### config.mk
export PLATFORM = sky130hd
export DESIGN_NAME = ifetch
export DESIGN_NICKNAME = d
export VERILOG_FILES = /design/src/rtl/ifetch.sv
export SDC_FILE = /design/constraint.sdc
export NUM_CORES = 1
export LEC_CHECK = 0
export BUFFER_PORTS_ARGS = -buffer_cell sky130_fd_sc_hd__buf_2
export CAP_MARGIN = 20
export CORE_ASPECT_RATIO = 0.75
export CORE_UTILIZATION = 56
export DETAILED_ROUTE_END_ITERATION = 10
export PLACE_DENSITY = 0.8
export SLEW_MARGIN = 20
export SYNTH_ARGS = -nofsm -noshare
export SYNTH_HDL_FRONTEND = slang
export SYNTH_SLANG_ARGS = --single-unit
### constraint.sdc
create_clock -name clk -period 2.1 [get_ports clk]
set_input_delay 0.105 -clock clk [delete_from_list [all_inputs] [get_ports clk]]
set_output_delay 0.105 -clock clk [all_outputs]
set_load 0.03 [all_outputs]
### src/rtl/ifetch.sv
// ifetch: instruction fetch with single-outstanding memory handshake, 2-entry prefetch queue and redirect
module ifetch #(
  parameter int                WIDTH    = 32,
  parameter logic [WIDTH-1:0]  RESET_PC = '0
) (
  input  logic             clk,
  input  logic             reset,
  output logic             mem_rd,
  output logic [WIDTH-1:0] mem_addr,
  input  logic             mem_ack,
  input  logic [WIDTH-1:0] mem_rdata,
  output logic             inst_valid,
  output logic [WIDTH-1:0] inst,
  output logic [WIDTH-1:0] inst_pc,
  input  logic             inst_taken,
  input  logic             redirect,
  input  logic [WIDTH-1:0] redirect_pc
);
  typedef enum logic [1:0] {IDLE, REQ, DROP} state_t;
  state_t state, state_n;
  logic [WIDTH-1:0] fpc, fpc_n, addr, addr_n;
  logic [WIDTH-1:0] d0, d1, p0, p1, d0_n, d1_n, p0_n, p1_n;
  logic v0, v1, v0_n, v1_n, pop, push;
  assign mem_rd     = state != IDLE;
  assign mem_addr   = addr;
  assign inst_valid = v0;
  assign inst       = d0;
  assign inst_pc    = p0;
  always_comb begin
    pop  = inst_taken && v0 && !redirect;
    push = state == REQ && mem_ack && !redirect;
    v0_n = pop ? v1 : v0;
    d0_n = pop ? d1 : d0;
    p0_n = pop ? p1 : p0;
    v1_n = pop ? 1'b0 : v1;
    d1_n = d1;
    p1_n = p1;
    if (push && !v0_n) begin
      v0_n = 1'b1;
      d0_n = mem_rdata;
      p0_n = addr;
    end else if (push) begin
      v1_n = 1'b1;
      d1_n = mem_rdata;
      p1_n = addr;
    end
    if (redirect) begin
      v0_n = 1'b0;
      v1_n = 1'b0;
    end
    state_n = state;
    fpc_n   = fpc;
    addr_n  = addr;
    case (state)
      IDLE: begin
        if (redirect) begin
          state_n = REQ;
          fpc_n   = redirect_pc;
          addr_n  = redirect_pc;
        end else if (!(v0_n && v1_n)) begin
          state_n = REQ;
          addr_n  = fpc;
        end
      end
      REQ: begin
        if (redirect) begin
          fpc_n   = redirect_pc;
          addr_n  = mem_ack ? redirect_pc : addr;
          state_n = mem_ack ? REQ : DROP;
        end else if (mem_ack) begin
          fpc_n   = addr + WIDTH'(1);
          addr_n  = addr + WIDTH'(1);
          state_n = (v0_n && v1_n) ? IDLE : REQ;
        end
      end
      DROP: begin
        fpc_n   = redirect ? redirect_pc : fpc;
        addr_n  = mem_ack ? fpc_n : addr;
        state_n = mem_ack ? REQ : DROP;
      end
      default: state_n = IDLE;
    endcase
  end
  always_ff @(posedge clk) begin
    if (reset) begin
      state <= IDLE;
      fpc   <= RESET_PC;
      addr  <= '0;
      v0    <= 1'b0;
      v1    <= 1'b0;
      d0    <= '0;
      d1    <= '0;
      p0    <= '0;
      p1    <= '0;
    end else begin
      state <= state_n;
      fpc   <= fpc_n;
      addr  <= addr_n;
      v0    <= v0_n;
      v1    <= v1_n;
      d0    <= d0_n;
      d1    <= d1_n;
      p0    <= p0_n;
      p1    <= p1_n;
    end
  end
endmodule
==> impl_metrics.tcl <==
set metrics [dict create \
    h-tree-depth 4 \
    maximum_clock_rate_mhz 504.4 \
    crit_buf_inv 0 \
    async_reset_ff_share_pct 0 \
    critical_path.startpoint_type "flop" \
    grt_max_degree 96 \
    areaGrowthSynthToFinish_pct 25.02 \
    timing.final.setup_violations 0 \
    dp_hpwl_mm 18.38 \
    outcome "finished clean" \
    cts_root_buf "clkbuf_16" \
    number_of_global_route_vias_before_repair 8588 \
    synth_nets 1197 \
    final_total_power_mw 9.057 \
    clkTransAtPathRegs_ps 70 \
    die_area_um2 17180 \
    antenna_found_initial 0 \
    drt_iter0_drc 998 \
    width_of_the_die_um 151.0 \
    synth.yosys.seq_area_share_pct 42.07 \
    setup_repair_after_global_routing_missed_its_margin "no" \
    mappedNetlistArea_um2 9326 \
    routabilityCongestion 0.9655 \
    synth-main-ff-cell "dfxtp_1" \
    crit_path_cell_chain "and3_1 -> nand4_1 -> nor3_2 -> mux2i_1 -> a311oi_1" \
    numClockSinks 196 \
    period_needed_ps 1982 \
    route.final.wire_length_mm 28.05 \
    worst_hold_path_class "in -> reg" \
    number_of_placement_rows 40 \
    final_hold_viol_count 0 \
    cp.required_ps 2430 \
    grt_first_pass_wirelength_mm 44.26 \
    first_pass_iteration_count_of_the_detailed_router 6 \
    layout.cells.most_common_list "195 x dfxtp_1, 169 x nand2_1, 165 x buf_2" \
    die_y_um 113.8 \
    slack_of_the_worst_reg_to_reg_path_ps 120 \
    arrival_ps 2310 \
    worst_pin_slew_ps 864.7 \
    route.vias.total 9423 \
    fillerInstances 1319 \
    power-per-cell-area_nw_per_um2 776.8 \
    dpl-instance-area_um2 10610 \
    finalCoreUtilization_pct 72.13 \
    post-route-period-util_pct 94.40 \
    drc 0 \
    final_nets 1388 \
    max_cap_viol_count 0 \
    ys_seq_elements 196 \
    cp-end-kind "flop" \
    worstSkewPairLatency_ps 430 \
    pin_count 167 \
    cts_tree "done" \
    ratio_of_cells_with_drive_above_1_in_the_final_layout_pct 21.65 \
    slew-limit-headroom_pct 42.36 \
    crit_path_top_delay_cell "dfxtp_1" \
    via_cell_ratio 6.119 \
    ant_nets 0 \
    tritoncts.num_buffers 17 \
    synth_enable_flop_cells 0 \
    syn-mean-instance-area_um2 8.275 \
    port-buffer-count 166 \
    detail_route.wl_per_cell_um 18.21 \
    report.final.slew_viol_count 0 \
    antennaDiodeCount 0 \
    synth.yosys.warnings 0 \
    worst_ir_drop_vdd_v 0.0005426 \
    clock_skew_ps 10.50 \
    timing.setup.critical_path_class "reg -> reg" \
    fin_tns_setup_ps 0 \
    maximum_count_of_clock_buffers_along_a_single_path 2 \
    grt_use_total_pct 32.73 \
    critPathMaxFanout 7 \
    fp.coreArea_um2 16170 \
    floorplan.initialDensity_pct 57.69 \
    overflow 0 \
    syn-instance-count 1127 \
    cp_slowest_stage_delay_ps 480 \
    post-route-cell-area_um2 11660 \
    mostFrequentLayoutCell "dfxtp_1" \
    finalHoldWorstSlack_ps 15.24 \
    netlist-cell-type-count 67 \
    timing.critical_path.max_delay_family "simple AND/OR/NAND/NOR gates" \
    leakage_nw 5.008 \
]
-- cells in the mapped netlist (3+ instances only) --
library cell  instances  area share (%)
o211ai_1              5            0.40
nor2_1               91             3.7
and3_1                9            0.60
and4_1                7            0.66
inv_1                12            0.48
nor2b_1               3            0.20
a21o_1                5            0.40
or3_1                 3            0.20
nand3_1              23             1.2
and2_1                6            0.40
buf_2                43             2.3
nand2b_1              7            0.47
nand3b_1              3            0.24
o21a_1                3            0.24
o31a_1                5            0.47
buf_4                 6            0.48
a221oi_1             11             1.0
buf_1                 5            0.20
o22ai_1              12            0.80
nand2_1             170             6.8
o221ai_1             12             1.1
nand4_1              13            0.87
nor3_1               16            0.86
nor4_1                5            0.34
o32ai_1               5            0.47
a22oi_1               9            0.72
a221o_1               6            0.64
dfxtp_1             196              42
a211oi_1             73             5.9
a21oi_1             118             6.3
mux2i_1              71             7.6
a31oi_1              12            0.80
o21ai_0              45             2.4
xor2_1                5            0.47
xnor2_1              19             1.8
clkbuf_1             51             2.1
or4_1                 3            0.24
-- routing by layer --
| metal | vias up | GRT usage [%] | share of wire [%] |
|---|---|---|---|
| li1 | 4464 | - | - |
| met1 | 4420 | 44.36 | 43 |
| met2 | 492 | 50.31 | 45 |
| met3 | 47 | 8.640 | 11 |
| met4 | 0 | 11.20 | 1.7 |
| met5 | - | 0 | 0 |
-- metrics by stage --
step / instances / setup slack [ps]
finish: 1540 / 117.5
global route: 1540 / 1.019
CTS: 1540 / 111.0
detailed placement: 1469 / 125.3
global placement: 1469 / 168.4
floorplan: 1127 / 40.13
-- flip-flops by register name, summed over array words and instances, names as in the netlist --
name / count
d1: 32
fpc: 32
inst: 32
inst_pc: 32
inst_valid: 1
mem_addr: 32
p1: 32
state: 2
v1: 1
-- where the power goes --
part | internal, mW | switching [mW]
registers | 3.89 | 0.139
logic | 0.561 | 0.950
clock network | 2.01 | 1.50
total | 6.47 | 2.59
-- layout make-up --
class	count	area [µm²]	area share, %
inverters	15	56.30	0.4829
repair buffers	278	1874	16.07
well taps	210	262.8	2.253
flip-flops and latches	196	3925	33.66
multi-input cells	810	4917	42.17
clock buffers	18	429.2	3.681
clock inverters	13	195.2	1.674
-- cell families after synthesis --
logic type | share of synthesized area (%)
AND/OR/NAND/NOR | 18.15
AO/OA/AOI/OAI | 24.07
flip-flops | 42.07
buffers and inverters | 5.702
multiplexers | 7.620
XOR/XNOR | 2.254
adder cells (fa/ha/maj) | 0.1341
-- what timing repair did --
item                       4_1_cts  5_1_grt
hold buffers                    40        0
setup buffers                    0        0
setup endpoints to repair        0        6
hold endpoints to repair        71        0
resized for setup                0        5
-- final timing paths --
| kind | startpoint | end | cells after the start |
|---|---|---|---|
| max | mem_addr[6] | mem_addr[31] | 5 |
| min | redirect_pc[27] | fpc[27] | 3 |
| max reg2reg | mem_addr[6] | mem_addr[31] | 5 |
| min reg2reg | d1[11] | d1[11] | 2 |
-- worst min-delay path: stages --
cell	delay, ps
buf_2	90
a22oi_1	60
o22ai_1	130
Power figures use the tool's default switching activity.
